==> config.mk <==
export PLATFORM = sky130hd
export DESIGN_NAME = operand_sync
export DESIGN_NICKNAME = d
export VERILOG_FILES = /design/src/rtl/operand_sync.sv
export SDC_FILE = /design/constraint.sdc
export NUM_CORES = 1
export LEC_CHECK = 0
export CAP_MARGIN = 20
export CORE_ASPECT_RATIO = 1.2
export CORE_MARGIN = 4
export CORE_UTILIZATION = 50
export DETAILED_ROUTE_END_ITERATION = 12
export PLACE_DENSITY = 0.76
export SKIP_LAST_GASP = 1
export SYNTH_ARGS = -nofsm -noshare
export SYNTH_HDL_FRONTEND = slang
export SYNTH_SLANG_ARGS = --single-unit
==> constraint.sdc <==
create_clock -name clk -period 2.4 [get_ports clk]
set_clock_uncertainty 0.1 [all_clocks]
set_input_delay 0.24 -clock clk [delete_from_list [all_inputs] [get_ports clk]]
set_output_delay 0.24 -clock clk [all_outputs]
set_load 0.01 [all_outputs]
==> src/rtl/operand_sync.sv <==
// Operand synchronizer: two first-word-fall-through FIFOs that join in0/in1
// into operand pairs for a downstream ALU, with single-operand and flush modes.
module operand_sync #(
  parameter int size  = 32,
  parameter int DEPTH = 4
) (
  input  logic            clk,
  input  logic            rst_n,
  input  logic [1:0]      config_sig,
  input  logic [size-1:0] in0,
  input  logic            in0_valid,
  output logic            in0_ready,
  input  logic [size-1:0] in1,
  input  logic            in1_valid,
  output logic            in1_ready,
  output logic [size-1:0] out0,
  output logic [size-1:0] out1,
  output logic            out_valid,
  input  logic            out_ready
);

  localparam int AW = $clog2(DEPTH);
  localparam logic [AW:0]   FULL_CNT = (AW+1)'(DEPTH);
  localparam logic [AW:0]   CNT_ONE  = (AW+1)'(1);
  localparam logic [AW-1:0] PTR_ONE  = AW'(1);

  typedef enum logic [1:0] {
    MODE_JOIN  = 2'd0,
    MODE_IN0   = 2'd1,
    MODE_IN1   = 2'd2,
    MODE_FLUSH = 2'd3
  } mode_e;

  mode_e           mode;
  logic            flush;
  logic [size-1:0] din  [2];
  logic [size-1:0] head [2];
  logic [1:0]      din_valid;
  logic [1:0]      ready;
  logic [1:0]      empty;
  logic [1:0]      push;
  logic [1:0]      pop;
  logic [1:0]      uses;

  assign mode      = mode_e'(config_sig);
  assign flush     = (mode == MODE_FLUSH);
  assign din[0]    = in0;
  assign din[1]    = in1;
  assign din_valid = {in1_valid, in0_valid};

  // NOTE: every output of this block gets a default first, so no path leaves it unassigned (no latch).
  always_comb begin
    out_valid = 1'b0;
    uses      = 2'b00;
    unique case (mode)
      MODE_JOIN: begin
        uses      = 2'b11;
        out_valid = !empty[0] && !empty[1];
      end
      MODE_IN0: begin
        uses      = 2'b01;
        out_valid = !empty[0];
      end
      MODE_IN1: begin
        uses      = 2'b10;
        out_valid = !empty[1];
      end
      default: ;
    endcase
  end

  // Ready is derived from occupancy only, so a full FIFO never accepts even while popping.
  assign push = din_valid & ready;
  assign pop  = uses & {2{out_valid && out_ready}};

  for (genvar g = 0; g < 2; g++) begin : g_fifo
    logic [size-1:0] mem [DEPTH];
    logic [AW-1:0]   wr_ptr;
    logic [AW-1:0]   rd_ptr;
    logic [AW:0]     count;

    assign empty[g] = (count == '0);
    assign ready[g] = (count != FULL_CNT) && !flush;
    assign head[g]  = mem[rd_ptr];

    // NOTE: state registers use non-blocking assignments so all of them update together at the edge.
    always_ff @(posedge clk or negedge rst_n) begin
      if (!rst_n) begin
        wr_ptr <= '0;
        rd_ptr <= '0;
        count  <= '0;
      end else if (flush) begin
        wr_ptr <= '0;
        rd_ptr <= '0;
        count  <= '0;
      end else begin
        if (push[g]) wr_ptr <= wr_ptr + PTR_ONE;
        if (pop[g])  rd_ptr <= rd_ptr + PTR_ONE;
        unique case ({push[g], pop[g]})
          2'b10:   count <= count + CNT_ONE;
          2'b01:   count <= count - CNT_ONE;
          default: ;
        endcase
      end
    end

    // NOTE: storage has no reset; the occupancy counter alone decides which entries are live.
    always_ff @(posedge clk) begin
      if (push[g]) mem[wr_ptr] <= din[g];
    end
  end

  assign in0_ready = ready[0];
  assign in1_ready = ready[1];
  assign out0      = (mode == MODE_IN1) ? '0 : head[0];
  assign out1      = (mode == MODE_IN0) ? '0 : head[1];

endmodule

---- After elaboration in Yosys (flattened, before gate mapping) ----
Memories as Yosys holds them, arrays and structs flattened.
Index checks and enable logic that the tools add are counted.
cells by class
  add/subtract/negate cells ............... 8
  $mul .................................... 0
  div/mod/pow operators ................... 0
  magnitude comparators ................... 0
  equal/unequal tests ..................... 9
  shift-type cells ........................ 0
  multiplexer cells ....................... 20
  bitwise operators ....................... 2
  reductions and logical operators ........ 16
operators by type and width
  operator                                              count
  2-to-1 mux 32 bit                                     2
  2-to-1 mux 2 bit                                      8
  one-hot mux 3 bit (2 select lines)                    2
  adder 2 x 1 -> 2 bit (second input constant)          4
  equality test 2 bit (second input constant)           4
  nonzero test 2 bit                                    4
  adder 3 x 1 -> 3 bit (second input constant)          2
  equality test 2 x 1 -> 1 bit (second input constant)  3
  zero test 3 bit                                       2
  2-to-1 mux 3 bit                                      2
  inequality test 3 bit (second input constant)         2
  one-hot mux 2 bit (3 select lines)                    1
  nonzero test 3 bit                                    2
  subtractor 3 x 1 -> 3 bit (second input constant)     2
  bitwise AND 2 bit                                     2
  logical AND 1 bit                                     4
  2-to-1 mux 1 bit                                      4
  zero test 1 bit                                       3
  one-hot mux 1 bit (3 select lines)                    1
  zero test 2 bit                                       1
word-level totals
  register bits ........................... 14
  bits in latches ......................... 0
  memory bits (writable) .................. 256
  ROM bits ................................ 0
  bits of input ports ..................... 71
  output and inout bits ................... 67
  word-level logic and storage cells ...... 63
  memories ................................ 2
memory list
  name           depth  width  read ports  clocked after Yosys merged registers in  wr ports  line  source
  g_fifo[0].mem  4      32     1           0                                        1         77    logic [size-1:0] mem [DEPTH];
  g_fifo[1].mem  4      32     1           0                                        1         77

---- Longest topological paths before layout ----
  depth after elaboration ................. 9
  mapped depth ............................ 9
  depth with buffers taken out ............ 8

---- Worst setup path before layout ----
No wires, ideal clock.
  path type ............................... reg2reg
  from .................................... register g_fifo[0].count[1]
  to ...................................... register g_fifo[1].count[2]
  library setup time ...................... 0.122 ns
  arrival time ............................ 2.251 ns
  data required time ...................... 2.178 ns
  path slack .............................. -0.072 ns
  stages on the path, launching flop included .. 8
  path buffers ............................ 0
  clock period less this slack ............ 2.472 ns
  cells stage by stage .................... dfrtp_1 > nor4_2 > a2111oi_4 > nor2b_1 > fa_1 > nor2_1 > a21oi_1 > a2111oi_1
on the way
  word-level cells in the longest chain between the ends .. 9
  elaborated cells between the ends (all ways) .. 11
  those cells by class .................... 2 x eq/ne; 3 x mux; 1 x bitwise; 5 x reduce/logical
RTL lines
  item                                                                        line    source
  start, declared                                                             80      logic [AW:0] count;
  start signal, assigned                                                      100     2'b10: count <= count + CNT_ONE;
  start signal, assigned                                                      101     2'b01: count <= count - CNT_ONE;
  zero test 3 bit *                                                           82      assign empty[g] = (count == '0);
  zero test 1 bit *                                                           58, 62
  logical AND 1 bit                                                           58      out_valid = !empty[0] && !empty[1];
  one-hot mux 1 bit (3 select lines) *                                        55      unique case (mode)
  logical AND 1 bit *                                                         74      assign pop = uses & {2{out_valid && out_ready}};
  bitwise AND 2 bit *                                                         74
  equality test 2 x 1 -> 1 bit / equality test 2 bit (equally long branches)  99      unique case ({push[g], pop[g]})
  one-hot mux 3 bit (2 select lines)                                          99
  2-to-1 mux 3 bit                                                            92      end else if (flush) begin
  end signal, assigned                                                        100
  end signal, assigned                                                        101
  end, declared                                                               80
Every way passes the cells marked *; elsewhere a longest branch is shown, timed or not.
A chain may end at the register's enable or synchronous reset.

---- Final worst setup path ----
  from .................................... register g_fifo[1].rd_ptr[0]
  to ...................................... output port out1[6]
on the way
  word-level cells in the longest chain between the ends .. 2
RTL lines
  item                      line  source
  start, declared           79    logic [AW-1:0] rd_ptr;
  start signal, assigned    98    if (pop[g]) rd_ptr <= rd_ptr + PTR_ONE;
  memory read (4 x 32 bit)  -
  2-to-1 mux 32 bit         116   assign out1 = (mode == MODE_IN0) ? '0 : head[1];
  end, declared             17    output logic [size-1:0] out1,
No other way between the ends.

==> flow_metrics.tcl <==
set metrics [dict create \
    synth_top_area_frac 0.723 \
    switchingPower_mw 4.13 \
    synth_area_per_cell_um2 20.8 \
    grt-ovfl-total 0 \
    yosysSeqAreaShare 0.756 \
    status "complete, but fails checks" \
    io_buffer_count 137 \
    antennaDiodeCount 0 \
    worstHoldPathType "in2async" \
    routedWlPerCell_um 20.8 \
    clock_power_share 0.278 \
    synthTopCellsByCount "edfxtp_1 (256), nor2b_1 (66), mux4_2 (64), clkbuf_1 (18), dfrtp_1 (14)" \
    intPower_mw 11.5 \
    worst-path-max-fanout 8 \
    drive_gt1_frac 0.358 \
    fin_nets 804 \
    postSynth.asyncResetShare 0.0519 \
    clk_latency_ns 0.51 \
    critical_path_class "reg2out" \
    core_area_um2 21000 \
    cap_viol_max_count 0 \
    yosys.area.top_type "edfxtp_1" \
    timing.hold.ws_ns 0.0307 \
    drtIter0Drc 361 \
    clkTransAtPathRegs_ns 0.06 \
    power_frac_comb 0.325 \
    rsz0062_at_grt "true" \
    crit_arrival_ns 2.09 \
    finalSetupViolations 12 \
    grt_max_degree 35 \
    vias 5582 \
    ant_nets 0 \
    critPathLaunchType "flip-flop" \
    cts_buffers 26 \
    die_h_um 168 \
    ys_top_cells_by_area "edfxtp_1 (72%), mux4_2 (14%), nor2b_1 (3.9%)" \
    area_growth_syn_to_layout_pct 30.3 \
    clkSinkCount 270 \
    postLayoutCoreUtil 0.661 \
    gp_congestion 0.752 \
    min_period_ns 2.43 \
    yosys_register_bits 270 \
    final_area_um2 13900 \
    num_rows 58 \
    fillCellCount 1390 \
    max-vdd-ir-drop_mv 0.810 \
    p_total_mw 15.6 \
    drc 0 \
    fin_tns_setup_ns -0.138 \
    cts_max_path_buffers 3 \
    min_period_over_period 1.01 \
    synth_ff_type "edfxtp_1" \
    holdBufCountCts 0 \
    p_per_area_nw_per_um2 1130 \
    slew_headroom 0.560 \
    placed_area_um2 12800 \
    syn_inst 512 \
    num_io_pins 138 \
    synth.distinct_cells 33 \
    hpwl_mm 13.0 \
    yosysWarnings 0 \
    htree_levels 1 \
    sw_frac_of_total 0.264 \
    vias_per_cell 5.51 \
    violations "negative setup slack" \
    crit_path_end_kind "output port" \
    synth_edf_count 256 \
    tightest_slew_ns 0.658 \
    grtUsageTotal 0.181 \
    die_area_um2 23700 \
    chipWidth_um 141 \
    seqPwrFrac 0.397 \
    required_ns 2.06 \
    finalHoldViolations 0 \
    synth.most_common_cell "edfxtp_1" \
    wl_mm 21.0 \
    grt_pass1_vias 6062 \
    synth_nets 593 \
    start_util 0.507 \
    synth_area_um2 10600 \
    cts_tree "built" \
    antenna_found_initial 1 \
    worst_slack_ns -0.0251 \
    root_buffer "clkbuf_16" \
    grt_pass1_wl_mm 33.7 \
    dr.pass1.iters 4 \
    leakage_nw 4.79 \
    max_freq_ghz 0.412 \
    drv_slew 0 \
]
## metal layers
layer,vias to the layer above,share of wire,track usage
li1,2471,-,-
met1,2862,0.39,0.237
met2,208,0.52,0.310
met3,39,0.073,0.0451
met4,2,0.015,0.0346
met5,-,0.00062,0
## layout make-up
class | count | area, µm² | area share
timing repair buffer | 207 | 1980 | 0.143
clock inverter | 19 | 244 | 0.0176
multi-input combinational | 209 | 2530 | 0.183
inverter | 9 | 33.8 | 0.00244
sequential | 270 | 8050 | 0.581
clock buffer | 29 | 683 | 0.0493
tap | 270 | 338 | 0.0244
## path summary, 6_finish.rpt
path	slack, ns	to	depth (start not counted)	from
worst max-delay path	-0.03	out1[6]	5	g_fifo[1].rd_ptr[0]
worst min-delay path	0.03	g_fifo[1].count[0]	1	rst_n
worst max register to register	0.04	g_fifo[1].count[2]	6	g_fifo[0].count[0]
worst min register to register	0.45	g_fifo[1].wr_ptr[0]	1	g_fifo[1].wr_ptr[0]
max in group asynchronous	1.70	g_fifo[0].rd_ptr[0]	1	rst_n
min in group clk	0.25	g_fifo[0].mem[1][11]	1	in0[11]
## cells by family (layout without fill, tap and decap cells)
kind of cell,after synthesis,count (layout),synth area share
fa+ha+maj,10,10,0.0132
xor+xnor,8,8,0.00659
simple gates,106,106,0.0599
flops,270,270,0.756
compound gates,19,19,0.0147
mux,66,66,0.137
buf+inv,33,264,0.0124
## placed cells by master, fill, tap and decap left out, types with 3 or more instances in the layout
| cell | synthesis | layout |
|---|---|---|
| xnor2_1 | 7 | 7 |
| o31ai_1 | 3 | 3 |
| and2_2 | 0 | 8 |
| inv_1 | 9 | 9 |
| bufinv_16 | 0 | 6 |
| mux4_2 | 64 | 64 |
| nor2b_4 | 0 | 4 |
| nand3_1 | 5 | 5 |
| buf_12 | 0 | 22 |
| nor2_1 | 10 | 10 |
| nand2_1 | 7 | 7 |
| buf_2 | 6 | 48 |
| buf_4 | 0 | 25 |
| edfxtp_1 | 256 | 256 |
| nor2b_2 | 0 | 4 |
| clkdlybuf4s50_1 | 0 | 72 |
| clkinv_1 | 0 | 5 |
| clkbuf_2 | 0 | 13 |
| buf_6 | 0 | 24 |
| o21ai_0 | 4 | 4 |
| dfrtp_2 | 0 | 6 |
| clkbuf_16 | 0 | 27 |
| clkinv_2 | 0 | 6 |
| nor2b_1 | 66 | 58 |
| dfrtp_1 | 14 | 8 |
| a21oi_1 | 3 | 3 |
| ha_1 | 8 | 8 |
## worst max-delay path: stages (launching register included)
cell and delay (ns):
dfrtp_2 0.51, buf_6 0.17, buf_6 0.10, mux4_2 0.50
nor2b_1 0.15, buf_2 0.14
## power groups by stage
stage	registers (mW)	logic (mW)	clock network, mW
3_5_place_dp	6.33	4.83	0
3_3_place_gp	6.26	4.78	0
6_report	6.20	5.07	4.34
2_1_floorplan	6.18	2.74	0
5_1_grt	6.26	5.49	4.68
4_1_cts	6.21	5.23	4.44
## stage by stage
stage	std cells	setup WS, ns
3_3_place_gp	934	-0.105
6_report	1013	-0.0251
3_5_place_dp	934	-0.264
2_1_floorplan	512	0.00947
4_1_cts	1014	-0.0648
5_1_grt	1013	-0.111
## registers in the layout, indices dropped and copies added (netlist names)
register / flops
g_fifo.wr_ptr: 4
g_fifo.count: 6
g_fifo.rd_ptr: 4
g_fifo.mem: 256
## what timing repair did
action / CTS / global route
gates resized for setup: 251 / 42
buffers inserted: 31 / 1
cloned: 2 / 0
pin swaps: 1 / 1
endpoints found under the setup margin: 66 / 61
Power figures use the tool's default switching activity.
